==> config.mk <==
export PLATFORM = sky130hd
export DESIGN_NAME = i2s_stream_controller_flat
export DESIGN_NICKNAME = d
export VERILOG_FILES = /design/src/rtl/i2s_stream_controller_pkg.sv /design/src/rtl/i2s_stream_controller_if.sv /design/src/rtl/i2s_stream_controller_sync_fifo.sv /design/src/rtl/i2s_stream_controller.sv /design/src/flat_wrapper.sv
export SDC_FILE = /design/constraint.sdc
export NUM_CORES = 1
export LEC_CHECK = 0
export BUFFER_PORTS_ARGS = -buffer_cell sky130_fd_sc_hd__clkbuf_2
export CAP_MARGIN = 20
export CORE_ASPECT_RATIO = 0.75
export CORE_MARGIN = 3
export CORE_UTILIZATION = 50
export DETAILED_ROUTE_END_ITERATION = 7
export PLACE_DENSITY = 0.65
export SYNTH_ARGS = -nofsm -noshare
export SYNTH_HDL_FRONTEND = slang
export SYNTH_SLANG_ARGS = --single-unit
export TNS_END_PERCENT = 10
==> constraint.sdc <==
create_clock -name clk -period 6.82 [get_ports clk]
set_input_delay 1.364 -clock clk [delete_from_list [all_inputs] [get_ports clk]]
set_output_delay 1.364 -clock clk [all_outputs]
set_load 0.005 [all_outputs]
==> src/rtl/i2s_stream_controller_pkg.sv <==
// Shared types and constants for the I2S stream controller: fetch FSM encoding,
// counter widths and the channel-index width helper.
package i2s_stream_controller_pkg;

  typedef enum logic [1:0] {
    FETCH_IDLE = 2'd0,
    FETCH_REQ  = 2'd1,
    FETCH_WAIT = 2'd2
  } fetch_state_t;

  localparam int UNDERRUN_CNT_W = 16;
  localparam int REQ_SIZE_W     = 24;

  // A single channel still needs a 1-bit index port.
  function automatic int ch_width(input int channels);
    return (channels <= 1) ? 1 : $clog2(channels);
  endfunction

endpackage

==> src/rtl/i2s_stream_controller_if.sv <==
// Bundles the memory-fetch side, the I2S writer handshake and the status
// outputs of the stream controller into one port.
interface i2s_stream_controller_if #(
  parameter int DATA_WIDTH      = 32,
  parameter int SAMPLE_WIDTH    = 24,
  parameter int CHANNELS        = 2,
  parameter int FIFO_ADDR_WIDTH = 4
);
  import i2s_stream_controller_pkg::*;

  localparam int CH_W = ch_width(CHANNELS);

  logic                      enable;
  logic                      flush;
  logic                      hold_on_underrun;
  logic                      request_data;
  logic [REQ_SIZE_W-1:0]     request_size;
  logic                      request_finished;
  logic                      memory_data_strobe;
  logic [DATA_WIDTH-1:0]     memory_data;
  // Writer handshake is 4-phase: request rises, ack rises with data valid,
  // request falls, ack falls; data/channel then hold until the next ack.
  logic                      audio_data_request;
  logic                      audio_data_ack;
  logic [SAMPLE_WIDTH-1:0]   audio_data;
  logic [CH_W-1:0]           audio_channel;
  logic                      underrun;
  logic                      overflow;
  logic [UNDERRUN_CNT_W-1:0] underrun_count;
  logic [FIFO_ADDR_WIDTH:0]  fifo_level;
  fetch_state_t              fetch_state;

  modport master (
    input  enable, flush, hold_on_underrun, request_finished,
           memory_data_strobe, memory_data, audio_data_request,
    output request_data, request_size, audio_data_ack, audio_data,
           audio_channel, underrun, overflow, underrun_count, fifo_level,
           fetch_state
  );

  modport slave (
    output enable, flush, hold_on_underrun, request_finished,
           memory_data_strobe, memory_data, audio_data_request,
    input  request_data, request_size, audio_data_ack, audio_data,
           audio_channel, underrun, overflow, underrun_count, fifo_level,
           fetch_state
  );

endinterface

==> src/rtl/i2s_stream_controller_sync_fifo.sv <==
// Single-clock first-word-fall-through FIFO with flush and a registered level.
// A push into a full FIFO is accepted only when a pop frees a slot that cycle.
module i2s_stream_controller_sync_fifo #(
  parameter int DATA_WIDTH = 24,
  parameter int ADDR_WIDTH = 4
) (
  input  logic                  clk,
  input  logic                  rst,
  input  logic                  i_flush,
  input  logic                  i_push,
  input  logic [DATA_WIDTH-1:0] i_wr_data,
  input  logic                  i_pop,
  output logic [DATA_WIDTH-1:0] o_rd_data,
  output logic                  o_full,
  output logic                  o_empty,
  output logic [ADDR_WIDTH:0]   o_level
);

  localparam int DEPTH = 1 << ADDR_WIDTH;
  localparam logic [ADDR_WIDTH:0] DEPTH_L = (ADDR_WIDTH + 1)'(DEPTH);

  logic [DATA_WIDTH-1:0] r_mem [DEPTH];
  logic [ADDR_WIDTH-1:0] r_wr_ptr;
  logic [ADDR_WIDTH-1:0] r_rd_ptr;
  logic [ADDR_WIDTH:0]   r_level;
  logic                  w_do_push;
  logic                  w_do_pop;

  assign o_full    = (r_level == DEPTH_L);
  assign o_empty   = (r_level == '0);
  assign o_level   = r_level;
  assign o_rd_data = r_mem[r_rd_ptr];
  assign w_do_pop  = i_pop && !o_empty;
  assign w_do_push = i_push && (!o_full || w_do_pop);

  always_ff @(posedge clk) begin
    if (w_do_push && !rst && !i_flush) begin
      r_mem[r_wr_ptr] <= i_wr_data;
    end
  end

  always_ff @(posedge clk) begin
    if (rst || i_flush) begin
      r_wr_ptr <= '0;
      r_rd_ptr <= '0;
      r_level  <= '0;
    end else begin
      if (w_do_push) r_wr_ptr <= r_wr_ptr + 1'b1;
      if (w_do_pop)  r_rd_ptr <= r_rd_ptr + 1'b1;
      case ({w_do_push, w_do_pop})
        2'b10:   r_level <= r_level + 1'b1;
        2'b01:   r_level <= r_level - 1'b1;
        default: r_level <= r_level;
      endcase
    end
  end

endmodule

==> src/rtl/i2s_stream_controller.sv <==
// Fetches sample bursts from memory into a FIFO and serves them to an I2S
// writer with N-channel sequencing, underrun fill and overflow/underrun status.
module i2s_stream_controller
  import i2s_stream_controller_pkg::*;
#(
  parameter int DATA_WIDTH      = 32,
  parameter int SAMPLE_WIDTH    = 24,
  parameter int CHANNELS        = 2,
  parameter int FIFO_ADDR_WIDTH = 4,
  parameter int BURST_SIZE      = 8
) (
  input  logic                    clk,
  input  logic                    rst,
  i2s_stream_controller_if.master bus
);

  localparam int CH_W  = ch_width(CHANNELS);
  localparam int DEPTH = 1 << FIFO_ADDR_WIDTH;
  localparam logic [FIFO_ADDR_WIDTH:0] DEPTH_L = (FIFO_ADDR_WIDTH + 1)'(DEPTH);
  localparam logic [FIFO_ADDR_WIDTH:0] BURST_L = (FIFO_ADDR_WIDTH + 1)'(BURST_SIZE);
  localparam logic [CH_W-1:0]          LAST_CH = CH_W'(CHANNELS - 1);

  if (SAMPLE_WIDTH > DATA_WIDTH) begin : g_bad_width
    $error("SAMPLE_WIDTH must not exceed DATA_WIDTH");
  end

  fetch_state_t              r_state;
  logic                      r_request_data;
  logic [REQ_SIZE_W-1:0]     r_request_size;
  logic                      r_ack;
  logic [SAMPLE_WIDTH-1:0]   r_audio_data;
  logic [SAMPLE_WIDTH-1:0]   r_last_sample;
  logic [CH_W-1:0]           r_channel;
  logic [CH_W-1:0]           r_ch_cnt;
  logic                      r_underrun;
  logic                      r_overflow;
  logic [UNDERRUN_CNT_W-1:0] r_underrun_count;
  logic [SAMPLE_WIDTH-1:0]   w_head;
  logic                      w_full;
  logic                      w_empty;
  logic [FIFO_ADDR_WIDTH:0]  w_level;
  logic                      w_trigger;
  logic                      w_pop;
  logic                      w_can_fetch;

  // Only the sample bits are ever served, so only they are stored.
  i2s_stream_controller_sync_fifo #(
    .DATA_WIDTH (SAMPLE_WIDTH),
    .ADDR_WIDTH (FIFO_ADDR_WIDTH)
  ) u_fifo (
    .clk       (clk),
    .rst       (rst),
    .i_flush   (bus.flush),
    .i_push    (bus.memory_data_strobe),
    .i_wr_data (bus.memory_data[SAMPLE_WIDTH-1:0]),
    .i_pop     (w_pop),
    .o_rd_data (w_head),
    .o_full    (w_full),
    .o_empty   (w_empty),
    .o_level   (w_level)
  );

  assign w_trigger   = bus.audio_data_request && !r_ack && bus.enable;
  assign w_pop       = w_trigger && !w_empty;
  // Outstanding words are always zero in IDLE, so free space alone decides.
  assign w_can_fetch = bus.enable && !bus.flush && ((DEPTH_L - w_level) >= BURST_L);

  always_ff @(posedge clk) begin
    if (rst) begin
      r_state        <= FETCH_IDLE;
      r_request_data <= 1'b0;
      r_request_size <= '0;
    end else begin
      r_request_size <= REQ_SIZE_W'(BURST_SIZE);
      case (r_state)
        FETCH_IDLE: if (w_can_fetch) begin
          r_state        <= FETCH_REQ;
          r_request_data <= 1'b1;
        end
        FETCH_REQ: begin
          r_state        <= FETCH_WAIT;
          r_request_data <= 1'b0;
        end
        FETCH_WAIT: if (bus.request_finished) r_state <= FETCH_IDLE;
        default: begin
          r_state        <= FETCH_IDLE;
          r_request_data <= 1'b0;
        end
      endcase
    end
  end

  always_ff @(posedge clk) begin
    if (rst) begin
      r_ack            <= 1'b0;
      r_audio_data     <= '0;
      r_last_sample    <= '0;
      r_channel        <= '0;
      r_ch_cnt         <= '0;
      r_underrun       <= 1'b0;
      r_overflow       <= 1'b0;
      r_underrun_count <= '0;
    end else begin
      r_underrun <= 1'b0;
      if (bus.memory_data_strobe && !bus.flush && w_full && !w_pop) r_overflow <= 1'b1;
      if (w_trigger) begin
        r_ack     <= 1'b1;
        r_channel <= r_ch_cnt;
        r_ch_cnt  <= (r_ch_cnt == LAST_CH) ? '0 : r_ch_cnt + 1'b1;
        if (!w_empty) begin
          r_audio_data  <= w_head;
          r_last_sample <= w_head;
        end else begin
          r_audio_data <= bus.hold_on_underrun ? r_last_sample : '0;
          r_underrun   <= 1'b1;
          if (r_underrun_count != '1) r_underrun_count <= r_underrun_count + 1'b1;
        end
      end else if (r_ack && !bus.audio_data_request) begin
        r_ack <= 1'b0;
      end
      if (bus.flush) r_ch_cnt <= '0;
    end
  end

  assign bus.request_data   = r_request_data;
  assign bus.request_size   = r_request_size;
  assign bus.audio_data_ack = r_ack;
  assign bus.audio_data     = r_audio_data;
  assign bus.audio_channel  = r_channel;
  assign bus.underrun       = r_underrun;
  assign bus.overflow       = r_overflow;
  assign bus.underrun_count = r_underrun_count;
  assign bus.fifo_level     = w_level;
  assign bus.fetch_state    = r_state;

endmodule

==> src/flat_wrapper.sv <==
// flat-port wrapper written by rule: the top's interface ports become plain ports
module i2s_stream_controller_flat import i2s_stream_controller_pkg::*;
#(
  parameter int DATA_WIDTH      = 32,
  parameter int SAMPLE_WIDTH    = 24,
  parameter int CHANNELS        = 2,
  parameter int FIFO_ADDR_WIDTH = 4,
  parameter int BURST_SIZE      = 8
)
  (clk, rst, bus_enable, bus_flush, bus_hold_on_underrun, bus_request_finished, bus_memory_data_strobe, bus_memory_data, bus_audio_data_request, bus_request_data, bus_request_size, bus_audio_data_ack, bus_audio_data, bus_audio_channel, bus_underrun, bus_overflow, bus_underrun_count, bus_fifo_level, bus_fetch_state);
  i2s_stream_controller_if #(.DATA_WIDTH(DATA_WIDTH), .SAMPLE_WIDTH(SAMPLE_WIDTH), .CHANNELS(CHANNELS), .FIFO_ADDR_WIDTH(FIFO_ADDR_WIDTH)) bus_i ();
  input  logic clk;
  input  logic rst;
  input wire logic [$bits(bus_i.enable)-1:0] bus_enable;
  input wire logic [$bits(bus_i.flush)-1:0] bus_flush;
  input wire logic [$bits(bus_i.hold_on_underrun)-1:0] bus_hold_on_underrun;
  input wire logic [$bits(bus_i.request_finished)-1:0] bus_request_finished;
  input wire logic [$bits(bus_i.memory_data_strobe)-1:0] bus_memory_data_strobe;
  input wire logic [$bits(bus_i.memory_data)-1:0] bus_memory_data;
  input wire logic [$bits(bus_i.audio_data_request)-1:0] bus_audio_data_request;
  output wire logic [$bits(bus_i.request_data)-1:0] bus_request_data;
  output wire logic [$bits(bus_i.request_size)-1:0] bus_request_size;
  output wire logic [$bits(bus_i.audio_data_ack)-1:0] bus_audio_data_ack;
  output wire logic [$bits(bus_i.audio_data)-1:0] bus_audio_data;
  output wire logic [$bits(bus_i.audio_channel)-1:0] bus_audio_channel;
  output wire logic [$bits(bus_i.underrun)-1:0] bus_underrun;
  output wire logic [$bits(bus_i.overflow)-1:0] bus_overflow;
  output wire logic [$bits(bus_i.underrun_count)-1:0] bus_underrun_count;
  output wire logic [$bits(bus_i.fifo_level)-1:0] bus_fifo_level;
  output wire logic [$bits(bus_i.fetch_state)-1:0] bus_fetch_state;
  assign bus_i.enable = bus_enable;
  assign bus_i.flush = bus_flush;
  assign bus_i.hold_on_underrun = bus_hold_on_underrun;
  assign bus_i.request_finished = bus_request_finished;
  assign bus_i.memory_data_strobe = bus_memory_data_strobe;
  assign bus_i.memory_data = bus_memory_data;
  assign bus_i.audio_data_request = bus_audio_data_request;
  assign bus_request_data = bus_i.request_data;
  assign bus_request_size = bus_i.request_size;
  assign bus_audio_data_ack = bus_i.audio_data_ack;
  assign bus_audio_data = bus_i.audio_data;
  assign bus_audio_channel = bus_i.audio_channel;
  assign bus_underrun = bus_i.underrun;
  assign bus_overflow = bus_i.overflow;
  assign bus_underrun_count = bus_i.underrun_count;
  assign bus_fifo_level = bus_i.fifo_level;
  assign bus_fetch_state = bus_i.fetch_state;
  i2s_stream_controller #(.DATA_WIDTH(DATA_WIDTH), .SAMPLE_WIDTH(SAMPLE_WIDTH), .CHANNELS(CHANNELS), .FIFO_ADDR_WIDTH(FIFO_ADDR_WIDTH), .BURST_SIZE(BURST_SIZE)) u_core (.clk(clk), .rst(rst), .bus(bus_i));
endmodule
==> results of run 1 <==
per-layer routing:
metal / GRT usage / routed length (µm) / up-vias
met3: 0.03541 / 2751 / 66
met2: 0.3384 / 19790 / 304
li1: - / - / 4840
met5: 0 / 13 / -
met1: 0.3051 / 19110 / 5238
met4: 0.05074 / 767 / 2
worst min-delay path: stages (launching register included):
cell and delay (ns):
dfxtp_1 0.32, nand2_1 0.05, nand3_1 0.06
logic make-up (layout without fill, tap and decap cells):
family	after synthesis	after routing	share of synthesized area
muxes	207	207	0.1120
DFF	474	474	0.7169
other	1	23	0.0002016
adders and majority gates	9	9	0.006055
AOI/OAI and AO/OA	173	173	0.07078
buffers and inverters	103	192	0.02711
xor gates and xnor gates	9	9	0.004238
and+or+nand+nor	230	230	0.06270
worst paths after layout:
path / end / slack, ns / cells past startpoint
setup reg to reg: u_core.u_fifo.r_mem[2][6] / 2.93 / 7
hold reg to reg: u_core.r_last_sample[15] / 0.47 / 2
hold / removal: u_core.r_last_sample[15] / 0.47 / 2
setup / recovery: u_core.u_fifo.r_mem[2][6] / 2.93 / 7
cells in the final DEF (no fill, tap or decap), drive strengths merged, types with 3 or more instances in the layout:
| master | count |
|---|---|
| xnor2 | 5 |
| mux2i | 198 |
| nand3 | 77 |
| inv | 8 |
| edfxtp | 384 |
| mux2 | 9 |
| a32oi | 26 |
| ha | 9 |
| conb | 23 |
| nand2b | 4 |
| nor3 | 17 |
| nand4 | 7 |
| a22oi | 94 |
| o211ai | 25 |
| a21oi | 9 |
| nor2b | 13 |
| nand2 | 40 |
| clkbuf | 151 |
| clkinv | 9 |
| xor2 | 4 |
| bufinv | 4 |
| or4 | 3 |
| and2 | 4 |
| nor2 | 44 |
| dfxtp | 90 |
| nor4 | 5 |
| o21a | 3 |
| buf | 19 |
| and3 | 4 |
| a211oi | 5 |
area by class of cell:
class	instances	area, µm²
inverter	8	30.03
clock inverter	14	167.7
clock buffer	67	1249
multi-input combinational	651	4986
timing repair buffer	103	575.6
fill	2781	15290
sequential	474	13340
tap	496	620.6
sequential cells by signal (all words and copies together), names as in the netlist, named ones only:
| signal | count |
|---|---|
| u_core.bus.audio_channel | 1 |
| u_core.bus.audio_data | 24 |
| u_core.bus.audio_data_ack | 1 |
| u_core.bus.fetch_state | 2 |
| u_core.bus.overflow | 1 |
| u_core.bus.request_data | 1 |
| u_core.bus.request_size | 1 |
| u_core.bus.underrun | 1 |
| u_core.bus.underrun_count | 16 |
| u_core.r_ch_cnt | 1 |
| u_core.r_last_sample | 24 |
| u_core.u_fifo.o_level | 5 |
| u_core.u_fifo.r_mem | 384 |
| u_core.u_fifo.r_rd_ptr | 4 |
| u_core.u_fifo.r_wr_ptr | 4 |
stage by stage:
| stage | std cells | total power [mW] | hold slack, ns | worst slack, ns |
|---|---|---|---|---|
| 4_1_cts | 1812 | 5.742 | 0.4705 | 2.923 |
| 5_1_grt | 1813 | 5.877 | 0.4932 | 2.631 |
| 3_3_place_gp | 1731 | 3.329 | 0.4498 | 2.386 |
| 3_5_place_dp | 1731 | 3.333 | 0.4534 | 2.387 |
| 6_report | 1813 | 5.696 | 0.4669 | 2.933 |
| 2_1_floorplan | 1228 | 3.271 | 0.4394 | 2.373 |
power breakdown:
part / switching, mW / internal, mW / total, mW
combinational: 0.0932 / 0.0322 / 0.125
clock: 1.01 / 1.41 / 2.42
sequential: 0.0104 / 3.14 / 3.15
==> summary.md, run 1 <==
| Metric | Value |
|---|---|
| Status | `complete, no violations` |
| Crit share post-route | `0.5699` |
| H-Tree Depth | `2` |
| Port bufs | `84` |
| Initial antenna violation count | `1` |
| Seq/Total Area, Yosys | `0.7169` |
| Initial DRC Count | `924` |
| CTS tree | `yes` |
| RePlAce Congestion | `0.7604` |
| Total wire length | `42430 µm` |
| Worst Path Required | `7.03 ns` |
| DIE HEIGHT | `173.0 µm` |
| Hold_sp | `u_core.r_last_sample[15]` |
| Clk buf depth | `3` |
| Distinct cells, synth | `53` |
| Rel. slew slack | `0.2639` |
| Vias per cell | `5.764` |
| Largest area contributor in the netlist | `edfxtp_1` |
| Synthesis Warnings | `0` |
| Worst slew pin tran | `1.102 ns` |
| Crit-path cells | `nor4_1 -> ha_1 -> nand4bb_1 -> a211oi_1 -> nand2_1 -> nor3_2 -> buf_4` |
| Number of buffers created by CTS | `45` |
| Cells after Synth | `1206` |
| PostCTS Resize Cnt | `0` |
| Share of layout cells above drive strength 1 | `0.1534` |
| Most common cell in the synthesized netlist | `edfxtp_1` |
| Starting density of the core | `0.5129` |
| Top cells by area, synth | `edfxtp_1 (62%), mux2i_1 (11%), dfxtp_1 (9.7%)` |
| Nets | `1332` |
| Max Clk Rate | `257.3 MHz` |
| Total GRT Usage | `0.2114` |
| CTS Sinks | `474` |
| Post-Syn Area | `18600 µm²` |
| Slowest cell delay on critical path | `0.73 ns` |
| Post CTS Setup Buffer Count | `0` |
| Top delay family on crit path | `simple AND/OR/NAND/NOR gates` |
| Finish-stage setup viols | `0` |
| Via Count | `10450` |
| Ant diodes | `0` |
| Worst Path Buf+Inv | `1` |
| Crit-path max FO | `17` |
| Finished Core Util | `0.5783` |
| Clock transition at path regs | `0.06 ns` |
| Syn Area/Cell | `15.42 µm²` |
| # hold bufs at CTS | `0` |
| Area of the die | `39570 µm²` |
| Root Buffer | `clkbuf_16` |
| Crit end category | `register` |
| Remaining design rule violation count | `0` |
| Area Overhead vs Synth | `12.75%` |
| Max-cap viol count | `0` |
| Setup TNS | `0 ns` |
| Ys flop type | `edfxtp_1` |
| Critical Path Start | `u_core.u_fifo.o_level[0]` |
| Worst skew pair latency | `0.55 ns` |
| R2r startpoint | `u_core.u_fifo.o_level[0]` |
| GRT overflow | `0` |
| DP HPWL | `22390 µm` |
| Design Area, Final | `20970 µm²` |
| Startpoint types | `register` |
| Tmin final | `3.887 ns` |
| FP Rows | `60` |
| WP data arrival | `4.09 ns` |
| P per Cell Area | `271.7 nW/µm²` |
| Max-slew violations | `0` |
| DRT antenna net count | `0` |
| Post-synth top cells | `edfxtp_1 (384), mux2i_1 (198), a22oi_1 (94)` |
| Static leakage | `6.687 nW` |
| Slowest cell on crit path | `nor3_2` |
| Core area | `36260 µm²` |
| IO Pins | `116` |
| Post-synth EDFFs | `384` |
| WS Path Type | `register to register` |
| Flops & latches, synth | `474` |
| Worst hold path type | `register to register` |
| Width of the die | `228.7 µm` |
| Placed Area | `19530 µm²` |
| Post-DR wirelength/cell | `23.40 µm` |
| Highest ir drop seen on vdd | `0.2322 mV` |
| Vias in the first global route | `10170` |
| Largest net degree at the start of global routing | `57` |
| Skew final | `0.01344 ns` |
| RSZ-0062 raised after global routing | `no` |
| Wire length of the first global-routing pass | `63210 µm` |
| Share of the synthesized area in the top cell type | `0.6200` |
| TritonRoute pass-1 iters | `5` |
| Fin. Hold Viols | `0` |
| Async S/R FF share, synth | `0` |
Power figures use the tool's default switching activity.
==> run 2: changes to the inputs <==
Settings changed: ABC_AREA set to 1.
Clock period 6.82 ns to 3.8 ns, I/O delays scaled along.
==> run 2 against run 1 <==
  * Wire length grew 5.0%
  * Total power grew 83%
  * Hold slack lost 0.0024 ns
  * Clock power grew 81%
  * Fmax grew 23%
  * Setup slack lost 2.3 ns
  * Via count grew 21%
  * Synthesized cell count grew 38%
  * Clock-buffer cell count shrank 8
  * Die area grew 3.2%
==> summary.md, run 2 <==
| Metric | Value |
|---|---|
| Reg area | `13340 µm² (about the same)` |
| Static leakage | `7.322 nW (was 6.687 nW)` |
| Int Power | `8.249 mW (was 4.584 mW)` |
| Hold Path Depth | `2 (unchanged)` |
| PostCTS Resize Cnt | `0 (unchanged)` |
| IO Pins | `116 (unchanged)` |
| Setup TNS | `0 ns (unchanged)` |
| Crit end category | `register (unchanged)` |
| Cells after Synth | `1661 (was 1206)` |
| Compound-Gate Fraction of Synth Area | `0.1236 (was 0.07078)` |
| Post-synth top cells | `edfxtp_1 (384), nor2_1 (332), nand2_1 (140) (was edfxtp_1 (384), mux2i_1 (198), a22oi_1 (94))` |
| Vias per cell | `5.583 (was 5.764)` |
| Async S/R FF share, synth | `0 (unchanged)` |
| Total GRT Usage | `0.2182 (was 0.2114)` |
| Width of the die | `232.4 µm (was 228.7 µm)` |
| Worst Path Required | `4.06 ns (was 7.03 ns)` |
| H-Tree Depth | `2 (unchanged)` |
| Sw Pwr | `2.164 mW (was 1.113 mW)` |
| Crit-path max FO | `28 (was 17)` |
| Finished Core Util | `0.5795 (was 0.5783)` |
| Worst skew pair latency | `0.57 ns (was 0.55 ns)` |
| Post CTS Setup Buffer Count | `0 (unchanged)` |
| GRT overflow | `0 (unchanged)` |
| XOR/XNOR share of the synthesized area | `0.006838 (was 0.004238)` |
| Post-synth EDFFs | `384 (unchanged)` |
| M1 WL | `19700 µm (was 19110 µm)` |
| Skew final | `0.02600 ns (was 0.01344 ns)` |
| Vias in the first global route | `12120 (was 10170)` |
| Rel. slew slack | `0.3693 (was 0.2639)` |
| Flops & latches, synth | `474 (unchanged)` |
| Finished Layout Cells | `2264 (was 1813)` |
| Initial antenna violation count | `1 (unchanged)` |
| Filler cell count in the final layout | `3041 (was 2781)` |
| Highest ir drop seen on vdd | `0.4094 mV (was 0.2322 mV)` |
| Top cells by area, synth | `edfxtp_1 (60%), dfxtp_1 (9.4%), nor2_1 (6.5%) (was edfxtp_1 (62%), mux2i_1 (11%), dfxtp_1 (9.7%))` |
| Most common cell in the synthesized netlist | `edfxtp_1 (unchanged)` |
| Total wire length | `44550 µm (was 42430 µm)` |
| Inst Count DP | `2183 (was 1731)` |
| Gate power share | `0.036 (was 0.022)` |
| Via Count | `12640 (was 10450)` |
| WS Path Type | `register to register (unchanged)` |
| Worst slew pin tran | `0.9461 ns (was 1.102 ns)` |
| DRT antenna net count | `0 (unchanged)` |
| Flip-flop count of the largest register after layout | `384 (unchanged)` |
| Switching Share | `0.2078 (was 0.1953)` |
| Tmin final | `3.168 ns (was 3.887 ns)` |
| Core area | `37470 µm² (was 36260 µm²)` |
| Area of the multi-input gates | `5145 µm² (was 4986 µm²)` |
| Crit share post-route | `0.8337 (was 0.5699)` |
| CTS tree | `yes (unchanged)` |
| Startpoint types | `register (unchanged)` |
| Highest routing layer actually used | `met5 (unchanged)` |
| Synthesis Warnings | `0 (unchanged)` |
| Adder-Cell Fraction of Synth Area | `0.005861 (was 0.006055)` |
| # hold bufs at CTS | `0 (unchanged)` |
| Seq/Total Area, Yosys | `0.6939 (was 0.7169)` |
| DP HPWL | `25700 µm (was 22390 µm)` |
| Post-DR wirelength/cell | `19.68 µm (was 23.40 µm)` |
| DIE HEIGHT | `175.8 µm (was 173.0 µm)` |
| Clock power share | `0.420 (was 0.426)` |
| Share of layout cells above drive strength 1 | `0.1216 (was 0.1534)` |
| CTS Sinks | `474 (unchanged)` |
| WP data arrival | `3.43 ns (was 4.09 ns)` |
| Most common cell after layout, fill and taps aside | `edfxtp_1 (unchanged)` |
| Largest family of logic cells by synthesized area | `compound AO/OA/AOI/OAI gates (was multiplexers)` |
| TritonRoute pass-1 iters | `6 (was 5)` |
| Ys flop type | `edfxtp_1 (unchanged)` |
| Worst reg-to-reg setup slack | `0.63 ns (was 2.93 ns)` |
| RSZ-0062 raised after global routing | `no (unchanged)` |
| Total Power | `10.41 mW (was 5.696 mW)` |
| Commonest cells after routing, fill and taps aside | `edfxtp_1 (384), nor2_1 (315), nand2_1 (140), o21ai_0 (127), o211ai_1 (98) (was edfxtp_1 (384), mux2i_1 (198), a22oi_1 (94), dfxtp_1 (88), clkbuf_2 (84))` |
| Largest net degree at the start of global routing | `193 (was 57)` |
| P per Cell Area | `479.5 nW/µm² (was 271.7 nW/µm²)` |
| Max Clk Rate | `315.6 MHz (was 257.3 MHz)` |
| Largest area contributor in the netlist | `edfxtp_1 (unchanged)` |
| Root Buffer | `clkbuf_16 (unchanged)` |
| Nets | `1776 (was 1332)` |
| Met3 WL | `2948 µm (was 2751 µm)` |
| Worst hold path type | `register to register (unchanged)` |
| Post-Syn Area | `19210 µm² (was 18600 µm²)` |
| Most flops, register | `u_core.u_fifo.r_mem (unchanged)` |
| FP Rows | `61 (was 60)` |
| Max-slew violations | `0 (unchanged)` |
| Post-synthesis mux area share | `0 (was 0.1120)` |
| RePlAce Congestion | `0.9062 (was 0.7604)` |
| Remaining design rule violation count | `0 (unchanged)` |
| Clock transition at path regs | `0.06 ns (about the same)` |
| Area Overhead vs Synth | `13.04% (was 12.75%)` |
| Ant diodes | `0 (unchanged)` |
| Number of buffers created by CTS | `44 (was 45)` |
| Distinct cells, synth | `36 (was 53)` |
| Fin. Hold Viols | `0 (unchanged)` |
| Sequential share of power | `0.544 (was 0.552)` |
| Area of the die | `40840 µm² (was 39570 µm²)` |
| Clk buf depth | `3 (unchanged)` |
| Initial DRC Count | `1206 (was 924)` |
| Met2 WL | `21040 µm (was 19790 µm)` |
| Max-cap viol count | `0 (unchanged)` |
| Port bufs | `84 (unchanged)` |
| Syn Area/Cell | `11.57 µm² (was 15.42 µm²)` |
| R2R depth | `10 (was 7)` |
| Starting density of the core | `0.5127 (was 0.5129)` |
| Simple-Gate Fraction of Synth Area | `0.1206 (was 0.06270)` |
| Share of the synthesized area in the top cell type | `0.6002 (was 0.6200)` |
| Finish-stage setup viols | `0 (unchanged)` |
| Status | `complete, no violations (unchanged)` |
| Wire length of the first global-routing pass | `69010 µm (was 63210 µm)` |
## run 2: cell types whose count changed after synthesis, sizes merged, moves of 21 or more
cell,before,now
nor2,44,334
o21ai,2,205
mux2i,198,0
nand2,40,144
a22oi,94,0
o211ai,25,98
inv,8,70
a21oi,9,70
a32oi,26,0
a32o,0,24
clkbuf,38,59
## run 2: power groups by stage
stage / clock (mW) / combinational, mW / sequential, mW
4_1_cts: 4.44 / 0.376 / 5.66
2_1_floorplan: 0 / 0.229 / 5.77
3_5_place_dp: 0 / 0.375 / 5.78
5_1_grt: 4.68 / 0.420 / 5.66
3_3_place_gp: 0 / 0.366 / 5.77
6_report: 4.37 / 0.375 / 5.66
## run 2: final timing paths
path                                             endpoint                startpoint
worst max register to register  u_core.u_fifo.r_mem[7][7]  u_core.u_fifo.o_level[1]
worst min register to register    u_core.r_last_sample[5]   u_core.r_last_sample[5]
worst min-delay path              u_core.r_last_sample[5]   u_core.r_last_sample[5]
worst max-delay path            u_core.u_fifo.r_mem[7][7]  u_core.u_fifo.o_level[1]
## run 2: worst max-delay path, stage by stage (launching register included)
cell     delay [ns]
dfxtp_1        0.46
nor4_1         0.15
ha_1           0.23
inv_1          0.23
nand2_4        0.26
nand2_1        0.18
nand2_2        0.12
inv_2          0.10
nand3_1        0.32
nor2_4         0.59
buf_12         0.24
## run 2: through the flow
step	worst slack, ns	cell area (µm²)	hold WS [ns]
after floorplan	0.8505	19300	0.4451
after global placement	0.6323	20260	0.4534
after detailed placement	0.5842	20260	0.4559
after CTS	0.6478	21670	0.4364
after global routing	0.4139	21720	0.4846
final	0.6319	21720	0.4645
## run 2: final cells by class
| type | instances | share of cell area |
|---|---|---|
| flip-flops and latches | 474 | 0.6143 |
| multi-input cells | 1017 | 0.2369 |
| clock buffers | 59 | 0.05565 |
| repair buffers | 120 | 0.04252 |
| well taps | 504 | 0.02904 |
| inverters | 70 | 0.01221 |
| clock inverters | 20 | 0.009391 |
## run 2: kinds of logic after synthesis
family / Yosys count
AO/OA/AOI/OAI: 400
XOR/XNOR: 15
adder cells (fa/ha/maj): 9
buffers and inverters: 192
flip-flops: 474
other: 1
AND/OR/NAND/NOR: 570
## run 2: routing by layer
metal	up-vias	track usage
met5	-	0
met4	2	0.05702
met3	48	0.04053
met2	417	0.3479
met1	6159	0.3109
li1	6014	-
==> run 3: changes to the inputs <==
Clock period 3.8 ns to 3 ns, I/O delays scaled along.
==> run 3 against run 2 <==
  * Clock skew down 0.017 ns
  * Final area down 1.2%
  * First-iteration DRC count up 13%
  * Register-to-register slack worse by 0.53 ns
  * Wire length up 1.8%
  * Combinational power up 28%
  * Total power up 25%
  * Sequential share of layout area up 0.74 points
  * Die area unchanged
  * Hold slack worse by 0.16 ns
  * Sequential power up 27%
  * Critical endpoint is now u_core.u_fifo.r_mem[10][7]
==> summary.md, run 3 (synthesized netlist as in run 2, its figures left out) <==
| Metric | Value |
|---|---|
| Worst skew pair latency | `0.55 ns (was 0.57 ns)` |
| Worst slew pin tran | `1.089 ns (was 0.9461 ns)` |
| Sequential share of power | `0.553 (was 0.544)` |
| Clk buf depth | `3 (unchanged)` |
| Rel. slew slack | `0.2725 (was 0.3693)` |
| Nets | `1769 (was 1776)` |
| Crit end category | `register (unchanged)` |
| Root Buffer | `clkbuf_16 (unchanged)` |
| Fin. Hold Viols | `0 (unchanged)` |
| Slowest cell on crit path | `nor2_4 (unchanged)` |
| Most common cell after layout, fill and taps aside | `edfxtp_1 (unchanged)` |
| Crit-path cells | `nor4_1 -> ha_1 -> inv_1 -> nand2_4 -> nand2_1 -> nand2_2 -> nor2_1 -> nand2_1 -> nor2_4 (was nor4_1 -> ha_1 -> inv_1 -> nand2_4 -> nand2_1 -> nand2_2 -> inv_2 -> nand3_1 -> nor2_4 -> buf_12)` |
| Wire length of the first global-routing pass | `69920 µm (was 69010 µm)` |
| WP data arrival | `3.06 ns (was 3.43 ns)` |
| Design Area, Final | `21460 µm² (was 21720 µm²)` |
| Gate power share | `0.037 (was 0.036)` |
| Status | `complete, no violations (unchanged)` |
| Starting density of the core | `0.5127 (unchanged)` |
| Area of the die | `40840 µm² (unchanged)` |
| Crit-path max FO | `24 (was 28)` |
| Area Overhead vs Synth | `11.70% (was 13.04%)` |
| Max-slew violations | `0 (unchanged)` |
| Initial antenna violation count | `1 (unchanged)` |
| Worst Path Required | `3.16 ns (was 4.06 ns)` |
| Post-DR wirelength/cell | `20.10 µm (was 19.68 µm)` |
| Remaining design rule violation count | `0 (unchanged)` |
| Vias in the first global route | `12020 (was 12120)` |
| Filler cell count in the final layout | `3090 (was 3041)` |
| Switching Share | `0.2081 (was 0.2078)` |
| Clock transition at path regs | `0.06 ns (about the same)` |
| Worst hold slack | `0.3054 ns (was 0.4645 ns)` |
| Clock power share | `0.410 (was 0.420)` |
| Setup WS post-layout | `0.1036 ns (was 0.6319 ns)` |
| Finish-stage setup viols | `0 (unchanged)` |
| CTS Sinks | `474 (unchanged)` |
| Core area | `37470 µm² (unchanged)` |
| GRT overflow | `0 (unchanged)` |
| Startpoint types | `register (unchanged)` |
| Slowest cell delay on critical path | `0.89 ns (was 0.59 ns)` |
| Int Power | `10.27 mW (was 8.249 mW)` |
| FP Rows | `61 (unchanged)` |
| DRT antenna net count | `0 (unchanged)` |
| Highest ir drop seen on vdd | `0.4964 mV (was 0.4094 mV)` |
| DIE HEIGHT | `175.8 µm (unchanged)` |
| Most flops, register | `u_core.u_fifo.r_mem (unchanged)` |
| WS Path Type | `register to register (unchanged)` |
| Port bufs | `84 (unchanged)` |
| TritonRoute pass-1 iters | `5 (was 6)` |
| Max Clk Rate | `345.3 MHz (was 315.6 MHz)` |
| Worst reg-to-reg setup slack | `0.10 ns (was 0.63 ns)` |
| Post CTS Setup Buffer Count | `0 (unchanged)` |
| Tmin final | `2.896 ns (was 3.168 ns)` |
| Width of the die | `232.4 µm (unchanged)` |
| Ant diodes | `0 (unchanged)` |
| P per Cell Area | `604.3 nW/µm² (was 479.5 nW/µm²)` |
| # hold bufs at CTS | `0 (unchanged)` |
| DP HPWL | `25670 µm (was 25700 µm)` |
| Largest net degree at the start of global routing | `91 (was 193)` |
| IO Pins | `116 (unchanged)` |
| Placed Area | `20110 µm² (was 20260 µm²)` |
| Worst hold path type | `primary input to register (was register to register)` |
| CP most frequent cell | `nand2_1` |
| Via Count | `12680 (was 12640)` |
| Total Power | `12.97 mW (was 10.41 mW)` |
| Skew final | `0.008909 ns (was 0.02600 ns)` |
| Vias per cell | `5.618 (was 5.583)` |
| Crit share post-route | `0.9655 (was 0.8337)` |
| CTS tree | `yes (unchanged)` |
| PostCTS Resize Cnt | `0 (unchanged)` |
| Total GRT Usage | `0.2216 (was 0.2182)` |
| Worst slack at placement | `0.05340 ns (was 0.5842 ns)` |
| Number of buffers created by CTS | `44 (unchanged)` |
| RSZ-0062 raised after global routing | `yes (was no)` |
| Static leakage | `7.233 nW (was 7.322 nW)` |
| RePlAce Congestion | `0.8923 (was 0.9062)` |
| Sw Pwr | `2.699 mW (was 2.164 mW)` |
| H-Tree Depth | `2 (unchanged)` |
| Commonest cells after routing, fill and taps aside | `edfxtp_1 (384), nor2_1 (315), nand2_1 (140), o21ai_0 (127), o211ai_1 (98) (unchanged)` |
| Flip-flop count of the largest register after layout | `384 (unchanged)` |
| Share of layout cells above drive strength 1 | `0.1169 (was 0.1216)` |
| Setup TNS | `0 ns (unchanged)` |
| Total wire length | `45360 µm (was 44550 µm)` |
| Initial DRC Count | `1358 (was 1206)` |
| Max-cap viol count | `0 (unchanged)` |
==> run 3: per-stage QoR <==
stage                     instances  utilization
final                          2257       0.5727
after global routing           2257       0.5727
after CTS                      2257       0.5727
after detailed placement       2178       0.5366
after global placement         2178       0.5366
after floorplan                1683            -
==> run 3: per-layer routing <==
layer  track usage  vias up  routed length [µm]
met5             0        -                  20
met3       0.03632       55                3317
met1        0.3247     6215               20410
li1              -     5996                   -
met4       0.05031        2                 750
met2        0.3504      412               20860
==> run 3: power groups by stage <==
stage | registers (mW) | logic, mW | clock network [mW]
2_1_floorplan | 7.31 | 0.290 | 0
3_3_place_gp | 7.31 | 0.473 | 0
3_5_place_dp | 7.31 | 0.482 | 0
4_1_cts | 7.17 | 0.483 | 5.40
5_1_grt | 7.17 | 0.541 | 5.67
6_report | 7.17 | 0.481 | 5.32
==> run 3: final cells by class <==
cell class                 instances  area, µm²  area share
clock inverter                    16      96.34    0.004489
tap                              504      630.6     0.02938
multi-input combinational       1017       5145      0.2397
timing repair buffer             113      725.7     0.03382
inverter                          70      265.3     0.01236
sequential                       474      13340      0.6217
clock buffer                      63       1256     0.05854
==> run 3: path summary, 6_finish.rpt <==
| check | start | to | cells past startpoint |
|---|---|---|---|
| max | u_core.u_fifo.o_level[2] | u_core.u_fifo.r_mem[10][7] | 9 |
| min | bus_request_finished | u_core.bus.fetch_state[1] | 4 |
| max reg2reg | u_core.u_fifo.o_level[2] | u_core.u_fifo.r_mem[10][7] | 9 |
| min reg2reg | u_core.r_last_sample[19] | u_core.r_last_sample[19] | 2 |
==> run 3: worst max-delay path: cells and delay by family (launching register included) <==
kind | cells | cell delay (ns)
buf+inv | 1 | 0.11
simple gates | 7 | 1.70
flops | 1 | 0.45
fa+ha+maj | 1 | 0.22
